$ cat config.mk
export PLATFORM = sky130hd
export DESIGN_NAME = zbt_display_reader
export DESIGN_NICKNAME = d
export VERILOG_FILES = /design/src/rtl/zbt_display_reader.sv
export SDC_FILE = /design/constraint.sdc
export NUM_CORES = 1
export LEC_CHECK = 0
export ABC_AREA = 1
export CAP_MARGIN = 20
export CORE_MARGIN = 10
export CORE_UTILIZATION = 25
export DETAILED_ROUTE_END_ITERATION = 7
export SLEW_MARGIN = 0
export SYNTH_ARGS = -nofsm -noshare
export SYNTH_HDL_FRONTEND = slang
export SYNTH_SLANG_ARGS = --single-unit
export TNS_END_PERCENT = 1
$ cat constraint.sdc
create_clock -name clk -period 2.42 [get_ports clk]
set_input_delay 0.484 -clock clk [delete_from_list [all_inputs] [get_ports clk]]
set_output_delay 0.484 -clock clk [all_outputs]
set_load 0.02 [all_outputs]
$ cat src/rtl/zbt_display_reader.sv
// Display-side ZBT reader: prefetches packed 4-pixel words one group ahead of the
// raster and emits one pixel per clock, one cycle behind hcount/vcount.
module zbt_display_reader #(
  parameter int H_ACTIVE = 640,
  parameter int V_ACTIVE = 480,
  parameter int H_TOTAL  = 800,
  parameter int V_TOTAL  = 525
) (
  input  logic        clk,
  input  logic        reset_n,
  input  logic [10:0] hcount,
  input  logic [9:0]  vcount,
  input  logic        bank_sel,
  output logic [18:0] zbtr_read_addr,
  input  logic [35:0] zbtr_read_data,
  output logic [7:0]  px_out,
  output logic        px_valid,
  output logic        frame_start
);

  logic        bank_q, bank_d;
  logic [18:0] addr_q, addr_d;
  logic [35:0] word_q, word_d;
  logic [7:0]  px_q, px_d;
  logic        px_valid_q, px_valid_d;
  logic        frame_start_q, frame_start_d;

  logic        fetch_edge, frame_edge, target_active, active;
  logic [11:0] tcol_raw, tcol;
  logic [9:0]  tline;
  logic [7:0]  sel_byte;

  always_comb begin
    fetch_edge = (hcount[1:0] == 2'b11);
    frame_edge = (hcount == 11'(H_TOTAL - 5)) && (vcount == 10'(V_TOTAL - 1));

    // Target column five ahead of the raster; past the line end it wraps onto the next line.
    tcol_raw = {1'b0, hcount} + 12'd5;
    if (tcol_raw >= 12'(H_TOTAL)) begin
      tcol  = tcol_raw - 12'(H_TOTAL);
      tline = (vcount == 10'(V_TOTAL - 1)) ? 10'd0 : vcount + 10'd1;
    end else begin
      tcol  = tcol_raw;
      tline = vcount;
    end
    target_active = (tcol < 12'(H_ACTIVE)) && ({1'b0, tline} < 11'(V_ACTIVE));

    // The frame-boundary fetch already uses the newly latched bank.
    bank_d = frame_edge ? bank_sel : bank_q;
    addr_d = (fetch_edge && target_active) ? {bank_d, tline, tcol[9:2]} : addr_q;
    word_d = fetch_edge ? zbtr_read_data : word_q;

    case (hcount[1:0])
      2'd0:    sel_byte = word_q[31:24];
      2'd1:    sel_byte = word_q[23:16];
      2'd2:    sel_byte = word_q[15:8];
      default: sel_byte = word_q[7:0];
    endcase

    active        = ({1'b0, hcount} < 12'(H_ACTIVE)) && ({1'b0, vcount} < 11'(V_ACTIVE));
    px_d          = active ? sel_byte : 8'd0;
    px_valid_d    = active;
    frame_start_d = (hcount == 11'd0) && (vcount == 10'd0);
  end

  always_ff @(posedge clk or negedge reset_n) begin
    if (!reset_n) begin
      bank_q        <= 1'b0;
      addr_q        <= '0;
      word_q        <= '0;
      px_q          <= '0;
      px_valid_q    <= 1'b0;
      frame_start_q <= 1'b0;
    end else begin
      bank_q        <= bank_d;
      addr_q        <= addr_d;
      word_q        <= word_d;
      px_q          <= px_d;
      px_valid_q    <= px_valid_d;
      frame_start_q <= frame_start_d;
    end
  end

  assign zbtr_read_addr = addr_q;
  assign px_out         = px_q;
  assign px_valid       = px_valid_q;
  assign frame_start    = frame_start_q;

endmodule
==> impl_metrics.yaml, run 1 <==
run_status:
  outcome: "finished clean"
yosys:
  synth_edf_count: 0
  postSynthCellCount: 454
  synth_fp_nets: 517
  postSynth.asyncResetShare_pct: 100
  ys_seq_area_share_pct: 45.6
  synth_top_flop_cell: "dfrtp_1"
  synth_warnings: 0
  ys_ff_latch: 62
  synth_area_um2: 3410
  ys_types: 32
  postSynthAreaPerCell_um2: 7.50
placed_design:
  gp_congestion: 0.770
  io_buffers: 84
  place_worst_setup_slack_ns: -0.440
  placed_cell_area_um2: 4910
  dp_hpwl_um: 8120
clock_network:
  ctsHoldBuffers: 0
  clk_path_buf_depth: 2
  cts_tree: "done"
  cts_sinks: 62
  clk_latency_ns: 0.34
  clk_pin_slew_worst_paths_ns: 0.06
  cts_inserted_buffers: 9
  h-tree-depth: 3
  cts_root_buffer: "clkbuf_16"
sta:
  finalHoldViolCount: 0
  setup_violations: 0
  rsz0062_at_grt: "no"
  min_period_ns: 2.23
  maxSlewViolCount: 0
  finalClockSkew_ns: 0.00674
  maxSlewHeadroom_pct: 64.0
  fin_ws_ns: 0.186
  fin_setup_tns_ns: 0
  clock.fmax_mhz: 448
  fin_crit_sh_pct: 92.3
  tightestPinTransition_ns: 0.540
critical_path:
  crit_top_cell: "nand2_1"
  crit_path_end: "zbtr_read_addr[18]"
  cp-start-kind: "primary input"
  r2r_start: "word_q[12]"
  crit_start: "hcount[9]"
  path_cells: "clkdlybuf4s50_1, nand2_1, inv_1, nand3_2, nor2_4, nor2_4, nand2_2, buf_4, nand2_1, nand2_1, nand4_4, buf_4, nand3_4, nand2_1, nand2_1"
  cp-end-kind: "register"
  reg2reg_slack_ns: 1.49
  worst_path_max_delay_cell: "clkdlybuf4s50_1"
  cp.arrival_ns: 2.50
  cp_max_fo: 6
  max_stage_delay_ns: 0.53
  cp.required_ns: 2.68
  critPathKind: "in2reg"
  regToRegEndpoint: "px_out[4]"
  ff2ff_path_depth: 4
global_routing:
  grt_antenna_before_repair: 0
  gr-total-overflow: 0
  first_global_vias: 3548
  grtUsageTotal_pct: 11.7
  grt_pass1_wl_um: 17500
  grt_max_degree: 43
pwr:
  p_int_w: 0.00242
  power_density_nw_per_um2: 660
  leakagePower_nw: 2.70
  ir_drop_uv: 306
  p_sw_w: 0.00111
  pwr-share-clk_pct: 34.9
  swShare_pct: 31.5
  p_comb_share_pct: 28.3
  pwr-share-seq_pct: 36.8
floorplanning:
  die_area_um2: 18700
  fp.dieW_um: 137
  num_rows: 42
  dieHeight_um: 137
  io_pins: 89
  core-area_um2: 13300
  initial_core_util_pct: 25.6
detailed_routing:
  dr.pass1.iters: 4
  finalWirelength_um: 10800
  dr_total_vias: 3460
  wl_per_cell_um: 13.7
  vias_per_cell: 4.39
  drt_iter0_drc: 148
  postRouteAntennaNets: 0
  route.detailed.drc: 0
final_layout:
  postLayoutCellArea_um2: 5350
  final_layout_size_suffix_gt1_share_pct: 19.2
  num-fill-cells: 1347
  syn2layout_area_growth_pct: 57.0
  fin_nets: 671
  antennaDiodeCount: 0
min_path:
  hold_path_class: "in2async"
job:
  cap_violations: 0
-- how the worst min path moves through the flow --
stage,startpoint,end,slack [ns]
after detailed placement,word_q[7],word_q[7],0.46
after global routing,reset_n,zbtr_read_addr[11],0.14
final,reset_n,zbtr_read_addr[11],0.13
after floorplan,reset_n,bank_q,0.19
after CTS,reset_n,zbtr_read_addr[10],0.13
after global placement,word_q[16],word_q[16],0.46
-- what timing repair did --
item	4_1_cts	5_1_grt
buffers inserted	0	3
resized for setup	10	16
hold endpoints to repair	0	0
endpoints found under the setup margin	19	19
cloned	1	2
pin swaps	0	4
-- cells by family after synthesis --
logic type / after synthesis / share of synthesized area [%]
buf+inv: 55 / 6.80
flops: 62 / 45.6
compound gates: 34 / 5.58
simple gates: 294 / 39.4
fa+ha+maj: 3 / 1.10
xor+xnor: 6 / 1.54
-- worst max-delay path: cells and delay by family --
family	cells	cell delay (ns)
simple gates	11	1.08
buf+inv	4	0.94
-- power by group through the flow --
stage,clock network (W),registers [W],logic (W)
2_1_floorplan,0,0.00144,0.000314
3_3_place_gp,0,0.00131,0.000953
3_5_place_dp,0,0.00132,0.000966
4_1_cts,0.00126,0.00130,0.000982
5_1_grt,0.00131,0.00132,0.00110
6_report,0.00123,0.00130,0.00100
-- synth_stat cells (all sizes together) (4+ instances only) --
library cell | n | area share (%)
a21oi | 8 | 1.2
nor4 | 4 | 0.73
dfrtp | 62 | 46
xnor2 | 4 | 1.0
nand4 | 25 | 5.0
o21ai | 16 | 2.4
nor2 | 21 | 3.5
a31oi | 6 | 1.1
nand3 | 30 | 5.5
nand2 | 210 | 24
clkbuf | 8 | 0.88
inv | 37 | 4.1
buf | 8 | 1.6
-- cell type report --
cell class	count	area (um2)	share of cell area, %
timing repair buffer	157	1450	27.1
inverter	39	146	2.74
multi-input combinational	339	1700	31.7
sequential	62	1550	29.0
tap	176	220	4.12
clock buffer	10	239	4.47
clock inverter	6	46.3	0.866
-- through the flow --
stage / std cells / util [%] / hold WS (ns) / total power [W]
after global routing: 789 / 40.2 / 0.145 / 0.00373
after global placement: 767 / 36.9 / 0.458 / 0.00227
after CTS: 784 / 39.4 / 0.130 / 0.00355
after detailed placement: 767 / 36.9 / 0.461 / 0.00228
after floorplan: 454 / - / 0.188 / 0.00175
final: 789 / 40.2 / 0.127 / 0.00353
-- routing by layer --
layer / wire [um] / up-vias / track usage, %
li1: - / 1780 / -
met1: 4810 / 1587 / 14.3
met2: 5060 / 83 / 18.9
met3: 812 / 10 / 4.40
met4: 95 / 0 / 2.72
met5: 0 / - / 0
-- sequential cells by signal (all words and copies together) (netlist names) --
signal	count
px_valid	1
word_q	32
frame_start	1
px_out	8
bank_q	1
zbtr_read_addr	19
-- cells in the final DEF (no fill, tap or decap), types with 4 or more instances in the layout --
cell / instances
nand4_1: 24
dfrtp_1: 62
nand3_2: 7
clkdlybuf4s50_1: 76
nand2_2: 4
nor4_1: 4
o21ai_0: 16
nor2_1: 17
nand3_1: 22
a31oi_1: 6
clkbuf_16: 10
dlymetal6s2s_1: 6
buf_4: 69
inv_1: 34
a21oi_1: 8
nand2_1: 203
inv_2: 4
No activity file was read; power rests on OpenSTA's default activity.
==> run 2, diff against run 1 <==
- SLEW_MARGIN: 0 -> 20
==> results of run 2 <==
The final DEF is identical to that of run 1; final timing and power are the same.
==> run 3, diff against run 2 <==
- SLEW_MARGIN: 20 -> not set
==> results of run 3 <==
The final DEF is identical to that of run 1; final timing and power are the same.
